`src/rtl/serial_tx_arbiter_pkg.sv`:
```
// Shared types and constants for the two-requester serial transmit arbiter.
// Holds the FSM encoding, the default frame width and the round-robin pick helper.
package serial_tx_arbiter_pkg;

  localparam int DEFAULT_WIDTH = 16;
  localparam int GAP_CNT_W     = 4;

  typedef enum logic [1:0] {
    ST_IDLE  = 2'd0,
    ST_SHIFT = 2'd1,
    ST_GAP   = 2'd2
  } state_e;

  // Returns {grant_valid, grant_index}; on a tie the rr pointer chooses.
  function automatic logic [1:0] rr_pick(input logic [1:0] req, input logic rr);
    logic [1:0] res;
    res = 2'b00;
    case (req)
      2'b01:   res = 2'b10;
      2'b10:   res = 2'b11;
      2'b11:   res = {1'b1, rr};
      default: res = 2'b00;
    endcase
    return res;
  endfunction

endpackage

```
`src/rtl/serial_tx_arbiter_piso.sv`:
```
// Parallel-in/serial-out shift register: right shift with zero fill, LSB presented on q0.
// A load in the same cycle as a shift request wins.
module piso_shift_reg
  import serial_tx_arbiter_pkg::*;
#(
  parameter int WIDTH = DEFAULT_WIDTH
) (
  input  logic             clk,
  input  logic             reset,
  input  logic             load,
  input  logic             shift_en,
  input  logic [WIDTH-1:0] d,
  output logic             q0
);

  logic [WIDTH-1:0] shift_q;
  logic [WIDTH-1:0] shift_d;

  always_comb begin
    shift_d = shift_q;
    if (load) begin
      shift_d = d;
    end else if (shift_en) begin
      shift_d = {1'b0, shift_q[WIDTH-1:1]};
    end
  end

  always_ff @(posedge clk or posedge reset) begin
    if (reset) begin
      shift_q <= '0;
    end else begin
      shift_q <= shift_d;
    end
  end

  assign q0 = shift_q[0];

endmodule

```
`src/rtl/serial_tx_arbiter.sv`:
```
// Round-robin arbiter sharing one PISO datapath between two word producers.
// Grants in IDLE, shifts WIDTH bits LSB-first with framing strobes, then idles GAP_CYCLES.
module serial_tx_arbiter
  import serial_tx_arbiter_pkg::*;
#(
  parameter int WIDTH      = DEFAULT_WIDTH,
  parameter int GAP_CYCLES = 1
) (
  input  logic             clk,
  input  logic             reset,
  input  logic [1:0]       req_i,
  input  logic [WIDTH-1:0] data0_i,
  input  logic [WIDTH-1:0] data1_i,
  output logic [1:0]       ack_o,
  output logic             ser_out,
  output logic             ser_valid,
  output logic             ser_last,
  output logic             grant_id,
  output logic             busy
);

  localparam int CNT_W = $clog2(WIDTH);

  state_e               state_q;
  logic [CNT_W-1:0]     bit_cnt_q;
  logic [CNT_W-1:0]     bit_cnt_d;
  logic [GAP_CNT_W-1:0] gap_cnt_q;
  logic [GAP_CNT_W-1:0] gap_cnt_d;
  logic                 rr_q;
  logic                 grant_q;

  logic [1:0]           pick;
  logic                 gnt_valid;
  logic                 gnt_idx;
  logic                 in_idle;
  logic                 in_shift;
  logic                 last_bit;
  logic                 gap_done;
  logic                 load;
  logic [WIDTH-1:0]     load_word;
  logic                 piso_q0;

  assign pick      = rr_pick(req_i, rr_q);
  assign gnt_valid = pick[1];
  assign gnt_idx   = pick[0];
  assign in_idle   = (state_q == ST_IDLE);
  assign in_shift  = (state_q == ST_SHIFT);
  assign last_bit  = (bit_cnt_q == CNT_W'(WIDTH - 1));
  assign gap_done  = (gap_cnt_q == GAP_CNT_W'(GAP_CYCLES - 1));
  assign bit_cnt_d = bit_cnt_q + CNT_W'(1);
  assign gap_cnt_d = gap_cnt_q + GAP_CNT_W'(1);

  // The ack is decoded combinationally so the producer sees it in the same cycle its word is sampled.
  always_comb begin
    ack_o = 2'b00;
    if (in_idle && gnt_valid) begin
      ack_o[gnt_idx] = 1'b1;
    end
  end

  assign load      = in_idle && gnt_valid;
  assign load_word = gnt_idx ? data1_i : data0_i;

  piso_shift_reg #(
    .WIDTH (WIDTH)
  ) u_piso (
    .clk      (clk),
    .reset    (reset),
    .load     (load),
    .shift_en (in_shift),
    .d        (load_word),
    .q0       (piso_q0)
  );

  always_ff @(posedge clk or posedge reset) begin
    if (reset) begin
      state_q   <= ST_IDLE;
      bit_cnt_q <= '0;
      gap_cnt_q <= '0;
      rr_q      <= 1'b0;
      grant_q   <= 1'b0;
    end else begin
      case (state_q)
        ST_IDLE: begin
          if (gnt_valid) begin
            grant_q   <= gnt_idx;
            rr_q      <= ~gnt_idx;
            bit_cnt_q <= '0;
            state_q   <= ST_SHIFT;
          end
        end
        ST_SHIFT: begin
          if (last_bit) begin
            bit_cnt_q <= '0;
            if (GAP_CYCLES > 0) begin
              gap_cnt_q <= '0;
              state_q   <= ST_GAP;
            end else begin
              grant_q <= 1'b0;
              state_q <= ST_IDLE;
            end
          end else begin
            bit_cnt_q <= bit_cnt_d;
          end
        end
        ST_GAP: begin
          if (gap_done) begin
            gap_cnt_q <= '0;
            grant_q   <= 1'b0;
            state_q   <= ST_IDLE;
          end else begin
            gap_cnt_q <= gap_cnt_d;
          end
        end
        default: begin
          state_q <= ST_IDLE;
        end
      endcase
    end
  end

  assign ser_out   = in_shift & piso_q0;
  assign ser_valid = in_shift;
  assign ser_last  = in_shift & last_bit;
  assign grant_id  = grant_q;
  assign busy      = ~in_idle;

endmodule
```
`config.mk`:
```
export PLATFORM = sky130hd
export DESIGN_NAME = serial_tx_arbiter
export DESIGN_NICKNAME = d
export VERILOG_FILES = /design/src/rtl/serial_tx_arbiter_pkg.sv /design/src/rtl/serial_tx_arbiter_piso.sv /design/src/rtl/serial_tx_arbiter.sv
export SDC_FILE = /design/constraint.sdc
export NUM_CORES = 1
export LEC_CHECK = 0
export CAP_MARGIN = 20
export CELL_PAD_IN_SITES_DETAIL_PLACEMENT = 0
export CELL_PAD_IN_SITES_GLOBAL_PLACEMENT = 1
export CORE_MARGIN = 2
export CORE_UTILIZATION = 37
export DETAILED_ROUTE_END_ITERATION = 8
export PLACE_DENSITY = 0.82
export SLEW_MARGIN = 10
export SYNTH_ARGS = -nofsm -noshare
export SYNTH_HDL_FRONTEND = slang
export SYNTH_SLANG_ARGS = --single-unit
export TNS_END_PERCENT = 1
```
`constraint.sdc`:
```
create_clock -name clk -period 2.2 [get_ports clk]
set_input_delay 0.22 -clock clk [delete_from_list [all_inputs] [get_ports clk]]
set_output_delay 0.22 -clock clk [all_outputs]
set_load 0.03 [all_outputs]
```
# == Word-level counts from Yosys, hierarchy flattened ==
# Cells that the tools add are included.
# totals
output_inout_bits,7
mem_bits_ro,0
latch_bits,0
elab_cells,56
register_bits,28
input_bits,36
memories,0
ramBits,0
# op_classes
n_eq_ne,9
muxes,20
n_lt_le_gt_ge,2
n_reduce_logical,13
multipliers,0
shift,0
bitwise,4
n_addsub,2
div_mod_pow,0
# ops
cell,n
2-to-1 mux 16 bit,3
2-to-1 mux 4 bit,4
one-hot mux 4 bit (2 select lines),2
one-hot mux 2 bit (3 select lines),2
"adder 4 x 1 -> 4 bit, second input constant",2
2-to-1 mux 2 bit,4
nonzero test 2 bit,4
"== test 2 bit, second input constant",3
AND reduction 2 bit,3
AND reduction 3 bit,2
"== test 2 x 1 -> 1 bit, second input constant",2
"== test 4 bit, second input constant",1
zero test 4 bit,1
"inequality test 2 bit, second input constant",2
2-to-1 mux 1 bit,3
bitwise AND 1 bit,2
logical AND 1 bit,2
zero test 2 bit,1
"less-than comparator 1 x 2 -> 1 bit, second input constant",1
"inequality test 2 x 1 -> 1 bit, second input constant",1
NOT 1 bit,2
one-hot mux 1 bit (2 select lines),1
demux 1 bit (select 1 bit),1
"greater-or-equal comparator 1 bit, second input constant",1

# == Depth between registers and ports, before layout ==
# Gate-level depths: netlist of run 1.
# depth
depth_word,7
depth_mapped,5
ltp_nobuf,5

# == By module ==
# A second synthesis of run 1 with hierarchy kept.
# hier_totals
hier_cells,156
area_unflattened_um2,1597.8
# modules_own_cells
mod,area_per_inst_um2,seq_area_each_um2,n_inst,cells_each
serial_tx_arbiter,852.1,300.3,1,86
piso_shift_reg,745.7,400.4,1,70

# == Worst setup path before layout of run 1 ==
# Ideal clock, no wire load.
# synth_path
path_kind,flip-flop to flip-flop
startpoint,register gap_cnt_q[0]
endpoint,register gap_cnt_q[3]
period_less_slack_ns,1.563
setup_slack_ns,0.637
n_path_buf,0
stages_incl_launch_ff,6
setup_time_ns,0.124
t_required_ns,2.076
arrival_time_ns,1.439
path_cell_list,dfrtp_1 -> inv_1 -> ha_1 -> or3b_2 -> nor4b_1 -> a211o_1
# synth_between
elab_chain_len,3
word_cells_on_any_way,4
classes_between,add/sub: 1; mux: 2; reduce/logical: 1
# synth_lines
element,line,rtl
start: declaration,serial_tx_arbiter.sv:27,logic [GAP_CNT_W-1:0] gap_cnt_q;
start signal: assignment,serial_tx_arbiter.sv:112,gap_cnt_q <= gap_cnt_d;
adder 4 x 1 -> 4 bit / zero test 4 bit (equally long branches),"serial_tx_arbiter.sv:51, serial_tx_arbiter.sv:49",
2-to-1 mux 4 bit (*),serial_tx_arbiter.sv:107,if (gap_done) begin
one-hot mux 4 bit (2 select lines) (*),serial_tx_arbiter.sv:83,case (state_q)
# Mark *: on every way between the ends. The rest lies on a longest branch, timed or not.
# A chain may end at the register's enable or synchronous reset.

# == Worst setup path in the final report of run 1 ==
# layout_path
startpoint,input req_i[0]
endpoint,output ack_o[0]
# layout_between
elab_chain_len,7
word_cells_on_any_way,11
classes_between,order compare: 2; eq/ne: 3; mux: 4; reduce/logical: 2
# layout_lines
element,line,rtl
start: declaration,serial_tx_arbiter.sv:11,"input logic [1:0] req_i,"
== test 2 bit / == test 2 x 1 -> 1 bit (equally long branches),serial_tx_arbiter_pkg.sv:18,case (req)
one-hot mux 2 bit (3 select lines) (*),serial_tx_arbiter_pkg.sv:18,
less-than comparator 1 x 2 -> 1 bit (implied by the code) / greater-or-equal comparator 1 bit (equally long branches),serial_tx_arbiter.sv:57,ack_o[gnt_idx] = 1'b1;
logical AND 1 bit (implied by the code),serial_tx_arbiter.sv:57,
2-to-1 mux 1 bit (implied by the code),serial_tx_arbiter.sv:57,
demux 1 bit (select 1 bit),serial_tx_arbiter.sv:57,
2-to-1 mux 2 bit (*),serial_tx_arbiter.sv:56,if (in_idle && gnt_valid) begin
end: declaration,serial_tx_arbiter.sv:14,"output logic [1:0] ack_o,"
# Marks and branches as above.

==> metrics.yaml, run 1 <==
run_status:
  status: "finished, final reports clean"
floorplanning:
  start_util_pct: 38.90
  fp.dieH_um: 71.89
  core_um2: 4384
  fp.dieW_um: 71.89
  ios: 43
  rows: 24
  die_area_um2: 5168
logic_synthesis:
  synth_top_family_by_area: "simple AND/OR/NAND/NOR gates"
  synthAdderAreaFrac_pct: 2.201
  synthCells: 160
  synth_seq_cells: 28
  yosysWarnings: 0
  synthSimpleGateAreaFrac_pct: 25.75
  synth_edf_count: 0
  synth-seq-area-share_pct: 41.09
  synth_xor_area_share_pct: 0
  synthMuxAreaShare_pct: 0.5869
  avgSynthCellArea_um2: 10.66
  synth_ff_type: "dfrtp_1"
  async_flop_share_pct: 100.0
  ys_types: 41
  synthesis.area_um2: 1705
  syn_nets: 199
  synth_compound_area_share_pct: 24.80
grt:
  grt_pass1_vias: 1530
  antenna_found_initial: 0
  grt_pass1_wl_um: 7210
  grt_max_degree: 35
  track_usage_pct: 17.23
  overflow: 0
clock_network:
  numCtsBuffers: 3
  insertion_delay_ns: 0.27
  cts_sinks: 28
  root_buffer: "clkbuf_8"
  cts.reportedPaths.clkPinSlew_ns: 0.09
  cts_setup_buffers: 0
  cts_tree: "built"
  postCtsResizedCells: 0
  h-tree-depth: 1
  cts-hold-fix-buffers: 0
  cts_buffer_depth: 2
setup_path:
  end_kind: "output pin"
  path_max_fanout: 17
  crit_type: "input port to output pin"
  crit_arrival_ns: 1.77
  start_kind: "input port"
  cp.required_ns: 1.98
place:
  finalWeightedCongestion: 0.7754
  dp_hpwl_um: 3110
  numPortBuffers: 42
  dpl_cell_area_um2: 2171
sta:
  fmax_mhz: 502.1
  timing.hold.ws_ns: 0.3166
  finalHoldViolCount: 0
  min_period_ns: 1.992
  relSlewSlack_pct: 59.60
  worstMarginPinSlew_ns: 0.6024
  finalSetupTns_ns: 0
  clock_skew_ns: 0.001885
  rsz0062_at_grt: "no"
  drv_slew: 0
  setup_violations: 0
  fin_crit_sh_pct: 90.53
finish:
  antennaDiodeCount: 0
  final_area_um2: 2215
  layout-drive-gt1-share_pct: 11.00
  nets: 241
  syn_to_final_growth_pct: 29.86
power_and_ir_drop:
  switchingPower_w: 0.0008107
  power_density_nw_per_um2: 1017
  comb_power_share_pct: 50.2
  leakage_nw: 1.166
  irDropWorstVdd_uv: 417.8
  swShare_pct: 35.99
  pwr-share-clk_pct: 12.4
  internal-power_w: 0.001442
  seqPwrFrac_pct: 37.5
drt:
  drc: 0
  drtIter0Drc: 91
  firstDrtPassIters: 4
  antenna_left: 0
  route.final.wire_length_um: 4307
  wl_per_cell_um: 17.09
  via_count: 1523
  vias_per_cell: 6.044
worst_hold_path:
  hold_class: "input port to async pin"
run:
  maxCapViolations: 0
-- worst max-delay path, stage by stage --
cell,delay [ns]
clkdlybuf4s50_1,0.59
a21boi_2,0.55
and2_1,0.24
buf_4,0.16
-- synth_stat cells, types with 2 or more instances --
cell / count / area [µm²]
a211o_1: 16 / 140.1
a21o_1: 2 / 15.01
a21oi_1: 2 / 10.01
a22o_1: 2 / 17.52
and2_1: 3 / 18.77
and3_1: 17 / 106.4
and4b_1: 15 / 150.1
buf_2: 4 / 20.02
buf_4: 3 / 22.52
clkbuf_1: 5 / 18.77
dfrtp_1: 28 / 700.7
ha_1: 3 / 37.54
inv_1: 6 / 22.52
nand2_1: 3 / 11.26
nand2b_1: 2 / 12.51
nand3_1: 4 / 20.02
nor2_2: 2 / 12.51
nor2b_1: 3 / 18.77
o21ai_0: 4 / 20.02
o32a_1: 15 / 150.1
-- cell usage in the layout (no fill, tap or decap), drive strengths merged, types with 3 or more instances in the layout --
cell           count
nor2               3
dfrtp             28
nand2b             3
a211o             16
inv                6
o32a              15
and3              17
nor2b              3
and2               3
o21ai              4
nand2              3
nand3              4
clkdlybuf4s50     38
and4b             15
buf               11
clkbuf             3
ha                 3
-- worst paths after layout --
kind	start	end	slack [ns]	cells past startpoint
max in group asynchronous	reset	gap_cnt_q[2]	1.61	3
setup / recovery	req_i[0]	ack_o[0]	0.21	4
min in group clk	u_piso.shift_q[0]	u_piso.shift_q[0]	0.50	1
hold / removal	reset	u_piso.shift_q[0]	0.32	3
setup reg to reg	gap_cnt_q[0]	gap_cnt_q[3]	0.46	5
hold reg to reg	u_piso.shift_q[0]	u_piso.shift_q[0]	0.50	1
-- metal layers --
layer	track usage [%]	vias up	wire, µm
met4	3.774	0	24
li1	-	719	-
met2	30.04	43	2144
met3	2.222	6	153
met5	0	-	0
met1	22.98	755	1985
-- power by group through the flow --
stage          Clock, W  Combinational (W)  Sequential (W)
2_1_floorplan         0           0.000832        0.000839
3_3_place_gp          0            0.00111        0.000846
3_5_place_dp          0            0.00114        0.000855
4_1_cts        0.000289            0.00114        0.000844
5_1_grt        0.000302            0.00124        0.000870
6_report       0.000278            0.00113        0.000844
-- cell type report --
type | count | area (µm²)
clock buffer | 3 | 41.29
fill | 417 | 2170
inverter | 6 | 22.52
multi-input combinational | 113 | 909.6
sequential | 28 | 700.7
tap | 52 | 65.06
timing repair buffer | 50 | 475.5
-- through the flow --
| step | power [W] | worst slack [ns] | std cells | util, % |
|---|---|---|---|---|
| after global placement | 0.001957 | 0.2733 | 249 | 49.51 |
| after global routing | 0.002412 | 0.08536 | 252 | 50.51 |
| after CTS | 0.002273 | 0.05179 | 252 | 50.46 |
| final | 0.002253 | 0.2084 | 252 | 50.51 |
| after detailed placement | 0.001991 | 0.2240 | 249 | 49.51 |
| after floorplan | 0.001671 | 0.6370 | 160 | - |
-- flip-flops by register name, summed over array words and instances (netlist names) --
name	cells
bit_cnt_q	4
gap_cnt_q	4
grant_id	1
rr_q	1
state_q	2
u_piso.shift_q	16
-- cell families (layout without fill, tap and decap cells) --
logic type / after synthesis / count (layout)
and+or+nand+nor: 60 / 60
AOI/OAI and AO/OA: 49 / 49
DFF: 28 / 28
buffers and inverters: 19 / 59
adders and majority gates: 3 / 3
muxes: 1 / 1
Power figures use the tool's default switching activity.
==> inputs of run 2 (changes only) <==
--- a/config.mk
+++ b/config.mk
@@ -11,6 +11,7 @@
 export CORE_MARGIN = 2
 export CORE_UTILIZATION = 37
 export DETAILED_ROUTE_END_ITERATION = 8
+export GPL_ROUTABILITY_DRIVEN = 0
 export PLACE_DENSITY = 0.82
 export SLEW_MARGIN = 10
 export SYNTH_ARGS = -nofsm -noshare
==> results of run 2 <==
The final DEF is identical to that of run 1; final timing and power are the same.
==> inputs of run 3 (changes only) <==
--- a/config.mk
+++ b/config.mk
@@ -5,6 +5,7 @@
 export SDC_FILE = /design/constraint.sdc
 export NUM_CORES = 1
 export LEC_CHECK = 0
+export ABC_AREA = 0
 export CAP_MARGIN = 20
 export CELL_PAD_IN_SITES_DETAIL_PLACEMENT = 0
 export CELL_PAD_IN_SITES_GLOBAL_PLACEMENT = 1
@@ -12,6 +13,7 @@
 export CORE_UTILIZATION = 37
 export DETAILED_ROUTE_END_ITERATION = 8
 export GPL_ROUTABILITY_DRIVEN = 0
+export GPL_TIMING_DRIVEN = 0
 export PLACE_DENSITY = 0.82
 export SLEW_MARGIN = 10
 export SYNTH_ARGS = -nofsm -noshare
==> run 3 against run 2 <==
Against the previous run: non-clock buffer count increased by 6; first-iteration DRC count decreased by 4.4%; highest routed layer unchanged; die area unchanged; clock skew increased by 0.0037 ns; largest cell class unchanged; wire length increased by 4.2%; global-route usage increased by 1.6 points; sequential share of layout area decreased by 1.2 points.
==> metrics.yaml, run 3 (synthesis results as in run 1) <==
run_status:
  status: "finished, final reports clean"
grt:
  track_usage_pct: 18.85
  antenna_found_initial: 0
  grt_util_met1_pct: 25.67
  overflow: 0
  grt_busiest_layer: "met2"
  grt_max_degree: 29
  grtUsageMet2_pct: 31.17
  grt_pass1_vias: 1603
  use_met3_pct: 2.500
  grt_pass1_wl_um: 7617
finish:
  nets: 247
  final_common_cell: "clkdlybuf4s50_1"
  syn_to_final_growth_pct: 34.85
  largest-register: "u_piso.shift_q"
  fin_cells: 259
  largest_reg_flops: 16
  final_area_um2: 2300
  reg_top3: "u_piso.shift_q (16), bit_cnt_q (4), gap_cnt_q (4)"
  layout-drive-gt1-share_pct: 10.63
  final_cell_mix: "clkdlybuf4s50_1 (37), dfrtp_1 (28), and3_1 (17)"
  antennaDiodeCount: 0
drt:
  wl_per_cell_um: 17.32
  route.final.wire_length_um: 4487
  drc: 0
  vias_per_cell: 5.822
  drtIter0Drc: 87
  via_count: 1508
  antenna_left: 0
  firstDrtPassIters: 4
sta:
  setup_violations: 0
  timing.hold.ws_ns: 0.2041
  clock_skew_ns: 0.005586
  fin_crit_sh_pct: 94.12
  relSlewSlack_pct: 65.93
  worstMarginPinSlew_ns: 0.5079
  drv_slew: 0
  fin_ws_ns: 0.1293
  finalSetupTns_ns: 0
  fmax_mhz: 482.9
  rsz0062_at_grt: "no"
  finalHoldViolCount: 0
  min_period_ns: 2.071
clock_network:
  h-tree-depth: 1
  postCtsResizedCells: 5
  cts_setup_buffers: 0
  cts_sinks: 28
  cts.reportedPaths.clkPinSlew_ns: 0.10
  cts-hold-fix-buffers: 0
  insertion_delay_ns: 0.28
  root_buffer: "clkbuf_8"
  cts_buffer_depth: 2
  cts_tree: "built"
  numCtsBuffers: 3
setup_path:
  cp.required_ns: 1.98
  crit_arrival_ns: 1.85
  start_kind: "flip-flop"
  end_kind: "output pin"
  crit_type: "flip-flop to output pin"
  path_max_fanout: 10
run:
  maxCapViolations: 0
power_and_ir_drop:
  power_density_nw_per_um2: 1055
  leakage_nw: 1.203
  irDropWorstVdd_uv: 442.2
place:
  dp_hpwl_um: 3283
  numPortBuffers: 42
  dpl_cell_area_um2: 2191
  placed_cells_incl_taps: 254
  place_ws_ns: -0.3383
floorplanning:
  core_um2: 4384
  fp.dieH_um: 71.89
  start_util_pct: 38.90
  die_area_um2: 5168
  ios: 43
  fp.dieW_um: 71.89
  rows: 24
worst_hold_path:
  hold_class: "input port to async pin"
[run 3: through the flow]
step                total power, W  utilization (%)
finish                    0.002427            52.45
detailed placement        0.002023            49.97
global route              0.002579            52.45
CTS                       0.002431            51.71
global placement          0.001982            49.97
floorplan                 0.001671                -
[run 3: where the power goes]
part | leakage [nW] | internal (W) | total [W] | switching (W)
logic | 0.812 | 0.000615 | 0.00115 | 0.000539
clock network | 0.0357 | 0.000244 | 0.000416 | 0.000171
registers | 0.355 | 0.000713 | 0.000858 | 0.000145
[run 3: worst max-delay path, cell delays in order, from the launching register on]
cell             delay (ns)
dfrtp_1                0.48
nor2_4                 0.21
buf_2                  0.23
inv_1                  0.05
clkdlybuf4s50_1        0.59
[run 3: worst paths after layout]
check / from / end / slack, ns / cells past startpoint
worst max-delay path: state_q[0] / busy / 0.13 / 4
worst max register to register: gap_cnt_q[0] / gap_cnt_q[3] / 0.49 / 5
worst min-delay path: reset / u_piso.shift_q[0] / 0.20 / 2
max in group asynchronous: reset / bit_cnt_q[3] / 1.60 / 3
worst min register to register: u_piso.shift_q[12] / u_piso.shift_q[12] / 0.51 / 1
min in group clk: u_piso.shift_q[12] / u_piso.shift_q[12] / 0.51 / 1
[run 3: area by class of cell]
cell class / instances / area [µm²]
inverter: 6 / 22.52
sequential: 28 / 700.7
fill: 398 / 2085
multi-input combinational: 113 / 922.1
clock buffer: 3 / 41.29
buffer: 13 / 72.57
timing repair buffer: 43 / 445.4
tap: 52 / 65.06
clock inverter: 1 / 30.03
[run 3: per-layer routing]
layer	wire (µm)	vias to the layer above
li1	-	727
met5	0	-
met3	146	7
met2	2223	35
met4	56	0
met1	2060	739
